`src/rtl/seq_test_ctrl.sv`:
```
// seq_test_ctrl: replays a loaded bit pattern into the shared serial input of
// the one-hot and binary sequence-detector FSMs. It issues their clock enable
// and start-of-run reset, then compares their z outputs after every step.
module seq_test_ctrl #(
  parameter int PAT_W    = 16,
  parameter int STEP_DIV = 4,
  parameter int CNT_W    = 8
) (
  input  logic                       clk,
  input  logic                       reset,
  input  logic                       load,
  input  logic [PAT_W-1:0]           pattern,
  input  logic [$clog2(PAT_W):0]     len,
  input  logic                       start,
  input  logic                       abort,
  input  logic                       z_onehot,
  input  logic                       z_binary,
  output logic                       w,
  output logic                       fsm_ce,
  output logic                       fsm_rst,
  output logic                       busy,
  output logic                       done,
  output logic [CNT_W-1:0]           det_count,
  output logic [CNT_W-1:0]           mis_count,
  output logic [$clog2(PAT_W)-1:0]   mis_idx,
  output logic [2:0]                 dbgState
);

  localparam int LEN_W = $clog2(PAT_W) + 1;
  localparam int IDX_W = $clog2(PAT_W);
  localparam int DIV_W = (STEP_DIV > 1) ? $clog2(STEP_DIV) : 1;
  localparam logic [LEN_W-1:0] LEN_MAX  = LEN_W'(PAT_W);
  localparam logic [DIV_W-1:0] DIV_LAST = DIV_W'(STEP_DIV - 1);
  localparam logic [CNT_W-1:0] CNT_MAX  = '1;

  typedef enum logic [2:0] {
    IDLE   = 3'd0,
    RST    = 3'd1,
    DRIVE  = 3'd2,
    SAMPLE = 3'd3,
    DONE   = 3'd4
  } state_t;

  state_t            state, stateNext;
  logic [PAT_W-1:0]  patReg;
  logic [LEN_W-1:0]  lenReg;
  logic [LEN_W-1:0]  idx;
  logic [LEN_W-1:0]  idxInc;
  logic [DIV_W-1:0]  div;

  // Control protocol: load/start/abort are single-cycle level requests sampled
  // on the rising edge; abort wins over load, load wins over start, and
  // load/start are only honoured while not busy (IDLE or DONE).

  assign idxInc   = idx + LEN_W'(1);
  assign dbgState = state;

  // State register.
  always_ff @(posedge clk or negedge reset) begin
    if (!reset) state <= IDLE;
    else        state <= stateNext;
  end

  // Next-state selection; a zero-length run skips straight to DONE.
  always_comb begin
    stateNext = state;
    if (abort) begin
      stateNext = IDLE;
    end else begin
      case (state)
        IDLE, DONE: begin
          if (load)       stateNext = IDLE;
          else if (start) stateNext = (lenReg == '0) ? DONE : RST;
        end
        RST:     stateNext = DRIVE;
        DRIVE:   if (div == DIV_LAST) stateNext = SAMPLE;
        SAMPLE:  stateNext = (idxInc == lenReg) ? DONE : DRIVE;
        default: stateNext = IDLE;
      endcase
    end
  end

  // Outputs decoded from registered state only, so none depend on inputs.
  always_comb begin
    busy    = (state == RST) || (state == DRIVE) || (state == SAMPLE);
    done    = (state == DONE);
    fsm_rst = (state == RST);
    fsm_ce  = (state == DRIVE) && (div == DIV_LAST);
    w       = 1'b0;
    if ((state == DRIVE) || (state == SAMPLE)) w = patReg[idx[IDX_W-1:0]];
  end

  // Pattern capture, step/divider counters and result accumulation.
  always_ff @(posedge clk or negedge reset) begin
    if (!reset) begin
      patReg    <= '0;
      lenReg    <= '0;
      idx       <= '0;
      div       <= '0;
      det_count <= '0;
      mis_count <= '0;
      mis_idx   <= '0;
    end else if (!abort) begin
      case (state)
        IDLE, DONE: begin
          if (load) begin
            patReg <= pattern;
            lenReg <= (len > LEN_MAX) ? LEN_MAX : len;
          end else if (start) begin
            det_count <= '0;
            mis_count <= '0;
            mis_idx   <= '0;
            idx       <= '0;
          end
        end
        RST:   div <= '0;
        DRIVE: div <= div + DIV_W'(1);
        SAMPLE: begin
          if (z_onehot && (det_count != CNT_MAX)) det_count <= det_count + CNT_W'(1);
          if (z_onehot != z_binary) begin
            if (mis_count != CNT_MAX) mis_count <= mis_count + CNT_W'(1);
            if (mis_count == '0)      mis_idx   <= idx[IDX_W-1:0];
          end
          idx <= idxInc;
          div <= '0;
        end
        default: ;
      endcase
    end
  end

endmodule

```
`config.mk`:
```
export PLATFORM = sky130hd
export DESIGN_NAME = seq_test_ctrl
export DESIGN_NICKNAME = d
export VERILOG_FILES = /design/src/rtl/seq_test_ctrl.sv
export SDC_FILE = /design/constraint.sdc
export NUM_CORES = 1
export LEC_CHECK = 0
export ABC_AREA = 1
export CAP_MARGIN = 10
export CELL_PAD_IN_SITES_DETAIL_PLACEMENT = 1
export CELL_PAD_IN_SITES_GLOBAL_PLACEMENT = 2
export CORE_MARGIN = 3
export CORE_UTILIZATION = 24
export DETAILED_ROUTE_END_ITERATION = 16
export GPL_TIMING_DRIVEN = 0
export PLACE_DENSITY_LB_ADDON = 0.15
export SYNTH_ARGS = -nofsm -noshare
export SYNTH_HDL_FRONTEND = slang
export SYNTH_SLANG_ARGS = --single-unit
```
`constraint.sdc`:
```
create_clock -name clk -period 2.9 [get_ports clk]
set_input_delay 0.58 -clock clk [delete_from_list [all_inputs] [get_ports clk]]
set_output_delay 0.58 -clock clk [all_outputs]
set_load 0.05 [all_outputs]
```
# Yosys cells after proc, flatten, opt, wreduce, memory -nomap -nowiden
# Cells that the tools add are included.
# op_classes
addsub,4
n_reduce_logical,19
bitwise,1
n_eq_ne,17
magnitude_cmp,2
mux,27
# op_table
op,count
2-to-1 mux 8 bit,5
one-hot mux 8 bit (2 select lines),2
2-to-1 mux 3 bit,6
adder 8 x 1 -> 8 bit (second input constant),2
2-to-1 mux 4 bit,4
inequality test 8 bit (second input constant),2
2-to-1 mux 5 bit,3
one-hot mux 3 bit (4 select lines),1
AND reduction 6 bit,2
one-hot mux 5 bit (2 select lines),1
logical NOT 8 bit,1
inequality test 2 x 1 -> 1 bit (second input constant),4
one-hot mux 4 bit (2 select lines),1
== test 3 x 2 -> 1 bit (second input constant),2
adder 5 x 1 -> 5 bit (second input constant),1
== test 5 bit,1
greater-than comparator 5 bit (second input constant),1
logical NOT 5 bit,1
< comparator 4 x 5 -> 1 bit (second input constant),1
AND reduction 5 bit,1
binary-select mux 1 bit (select 4 bit),1
inequality test 2 bit (second input constant),2
inequality test 4 bit (second input constant),1
one-hot mux 2 bit (2 select lines),1
16 further kinds,23
# totals
word_cells,78
regBits,51
output_inout_bits,28

# Logic depth before layout (Yosys ltp)
# logic_depth
word_depth,6
mapped_depth,11

# Least setup slack after synthesis
# Ideal clock, no wire load.
# synth_path
kind,flip-flop to output port
start,"reg state[0], in the netlist dbgState[0]"
end,out fsm_rst
slack_ps,496
t_arrival_ps,1824
path_buffers,0
path_stages_with_launch,3
required_ps,2320
cell_sequence,dfrtp_1 -> inv_1 -> nor3_1
# synth_between
elab_chain_cells,1
# synth_lines
item,line_no,source
from (decl),44,"state_t state, stateNext;"
from (signal assigned),61,else state <= stateNext;
== test 3 x 1 -> 1 bit,87,fsm_rst = (state == RST);
to (decl),20,"output logic fsm_rst,"
# Every way passes these cells.

# Final worst setup path
# layout_path
start,reg idx[0]
end,out w
# layout_between
elab_chain_cells,3
# layout_lines
item,line_no,source
from (decl),47,logic [LEN_W-1:0] idx;
from (signal assigned),124,idx <= idxInc;
binary-select mux 1 bit (select 4 bit),90,if ((state == DRIVE) || (state == SAMPLE)) w = patReg[idx[IDX_W-1:0]];
2-to-1 mux 1 bit (implied by the code),90,
2-to-1 mux 1 bit,90,
to (decl),18,"output logic w,"
# Every way passes these cells. The select of a mux whose other input is x is not followed.

==> out/results.ini <==
[clock_network]
tritoncts = built
cts_inserted_buffers = 5
worstSkewPairLatency_ps = 290
numClockSinks = 51
cts_max_level = 2
cts.reportedPaths.clkPinSlew_ps = 70
number_of_hold_repair_buffers_added_at_the_cts_stage = 0
ctsLongestPathBuffers = 2
cts-root-buf = clkbuf_16

[setup_path]
timing.rr.start = dbgState[2]
crit_arrival_ps = 2000
reg2regPathDepth = 7
startpoint = idx[0]
critical_path.slowest_cell = dfrtp_1
worst_setup_path_end_kind = output pin
worst_path_largest_cell_delay_ps = 420
setup.worst_path.class = register to output pin
critical_path_peak_fanout = 10
data_required_time_of_the_worst_path_ps = 2320
cell_by_cell_listing_of_the_critical_path = clkbuf_2 -> nor2_1 -> nor2_1 -> o21ai_0 -> o21ai_0 -> o211ai_1 -> a21oi_1 -> clkdlybuf4s15_2
startpoint_type = register

[global_routing]
gr-usage-all-layers_pct = 12.61
number_of_global_route_vias_before_repair = 2666
gr-total-overflow = 0
grt_antenna_before_repair = 0
pin_count_of_the_biggest_net_entering_global_routing = 33
grt_first_pass_wirelength_um = 12980

[synth]
synth.avg_cell_area_sq_um = 7.724
synth_top_area_share_pct = 46.94
synthXorXnorAreaFrac_pct = 3.543
yosys_register_bits = 51
compound_gate_portion_of_the_synthesized_area_pct = 10.95
yosys-mux-area-fraction_pct = 0
net_count_after_synthesis = 385
synth_top_family_by_area = simple AND/OR/NAND/NOR gates
yosys.cell_count.top_type = nand2_1
yosysUniqueCellTypes = 31
most_used_flip_flop_cell_after_synthesis = dfrtp_1
synthTopCellsByCount = nand2_1, dfrtp_1, inv_1, nand3_1, nor2_1
netlist_area_sq_um = 2719
synth_sequential_area_ratio_pct = 46.94
post_synth_fa_ha_maj_area_fraction_pct = 2.301
synth_edf_count = 0
synthCells = 352
yosys_warnings = 0
synthTopCellsByArea = dfrtp_1, nand2_1, nand3_1
yosysTopAreaCell = dfrtp_1
yosys.area_share.simple_pct = 29.22
asyncSetResetFlopFracSynth_pct = 100.0

[power_and_ir_drop]
worst_ir_drop_vdd_uv = 247.1
switchingPower_mw = 0.6786
power_frac_seq_pct = 42.8
power.density_cell_area_nw_per_um2 = 582.3
p_sw_share_pct = 32.25
power_frac_clock_pct = 31.5
pwr-share-comb_pct = 25.7
internal_power_mw = 1.426
leakagePower_nw = 1.606
post-layout-total-power_mw = 2.104

[placed_design]
gp_congestion = 0.7373
place_hpwl_um = 5757
port_buffers = 55

[die]
io_pins = 56
die-area_sq_um = 12640
core.rowCount = 38
core_region_area_sq_um = 10940
initial_utilization_pct = 24.86
dieHeight_um = 112.4
chip_width_um = 112.4

[timing]
fin_skew_ps = 4.638
rsz0062_at_grt = false
final_max_slew_viol_count = 0
min_period_ps = 2581
final-hold-violation-count = 0
slew_headroom_pct = 57.48
final-setup-viol-count = 0
final_min_period_over_clock_period_pct = 89.02
hold_slack_ps = 251.3
clock.fmax_mhz = 387.4
worst_pin_slew_ps = 637.8

[cells_and_area]
multiInputGateArea_sq_um = 1251
register_area_sq_um = 1276
final_layout_size_suffix_gt1_share_pct = 5.811
antenna_cells_inserted = 0
layout.filler_cells = 1340
area_growth_pct = 32.90
nets = 446

[detailed_routing]
detail_route.vias_per_cell = 4.570
drtPass1Iterations = 4
route.detailed.drc = 0
wl_per_cell_um = 13.75
drt_first_iter_violations = 116
detail_route.wirelength_um = 7603
routed_via_count = 2527
detail-route-antenna-nets = 0

[outcome]
run_status = completed

[worst_hold_path]
min_path_type = primary input to asynchronous set/reset pin

[run]
max_cap_viol_count = 0

## registers in the layout (all words and copies together) (netlist names)
register   count
mis_count      8
div            2
det_count      8
patReg        16
dbgState       3
mis_idx        4
lenReg         5
idx            5
## placed cells by master, fill, tap and decap left out, types with 2 or more instances in the layout
cell type	n
nand2_1	110
clkdlybuf4s50_1	53
dfrtp_1	51
inv_1	33
nor2_1	30
nand3_1	30
o21ai_0	23
xor2_1	9
o21ai_1	7
clkbuf_1	6
nand4_1	6
o31ai_1	5
ha_1	5
clkbuf_16	5
buf_2	4
nor3_1	3
inv_2	3
o211ai_1	3
a21oi_1	3
nor3_2	2
o22ai_1	2
xnor2_1	2
nor4_1	2
nor3b_1	2
or2_2	2
## timing repair
| action | in CTS | in global routing |
|---|---|---|
| pin swaps | 0 | 0 |
| endpoints found under the setup margin | 1 | 1 |
| hold endpoints to repair | 0 | 0 |
| buffers inserted | 0 | 0 |
| gates resized for setup | 3 | 2 |
## kinds of logic (layout without fill, tap and decap cells)
group	after synthesis	count (layout)
xor gates and xnor gates	11	11
adders and majority gates	5	5
DFF	51	51
AOI/OAI and AO/OA	49	49
buffers and inverters	48	109
and+or+nand+nor	188	188
## critical path: cells and delay by family, from the launching register on
kind,cells,cell delay [ps]
AOI/OAI and AO/OA,4,490
and+or+nand+nor,2,150
DFF,1,420
buffers and inverters,2,650
## power groups by stage
stage                     clock network [mW]  logic [mW]  registers [mW]
final                                  0.662       0.540           0.902
after global routing                   0.718       0.619           0.923
after CTS                              0.687       0.557           0.904
after detailed placement                   0       0.556           0.917
after global placement                     0       0.546           0.917
after floorplan                            0       0.328           0.932
## through the flow
step | instances | instance area (sq um) | TNS, ps | setup WS [ps] | utilization [%]
3_5_place_dp | 548 | 3460 | -50.23 | -50.23 | 31.64
6_report | 553 | 3613 | 0 | 318.5 | 33.04
3_3_place_gp | 547 | 3445 | -30200 | -595.6 | 31.50
4_1_cts | 555 | 3620 | 0 | 66.40 | 33.10
2_1_floorplan | 352 | 2719 | 0 | 496.0 | -
5_1_grt | 553 | 3613 | 0 | 91.01 | 33.04
## worst paths after layout
check                               endpoint  slack, ps
worst max-delay path                       w        320
min in group clk                  patReg[10]        470
worst min register to register    patReg[10]        470
worst max register to register        idx[0]        960
max in group asynchronous             div[0]       2090
worst min-delay path            det_count[2]        250
## metal layers
layer / part of all wire, % / track usage, % / vias to the layer above / wire length (um)
met5: 0 / 0 / - / 0
met4: 0.93 / 3.125 / 0 / 71
met3: 3.6 / 2.534 / 4 / 277
met2: 49 / 22.29 / 36 / 3747
met1: 46 / 15.76 / 1225 / 3507
li1: - / - / 1262 / -
## area by class of cell
cell class                 instances  area share (%)
clock buffer                       6           3.566
timing repair buffer              56           15.69
tap                              140           4.848
clock inverter                     1          0.8310
sequential                        51           35.32
inverter                          36           3.740
buffer                            10           1.385
multi-input combinational        253           34.63
No activity file was read; power rests on OpenSTA's default activity.
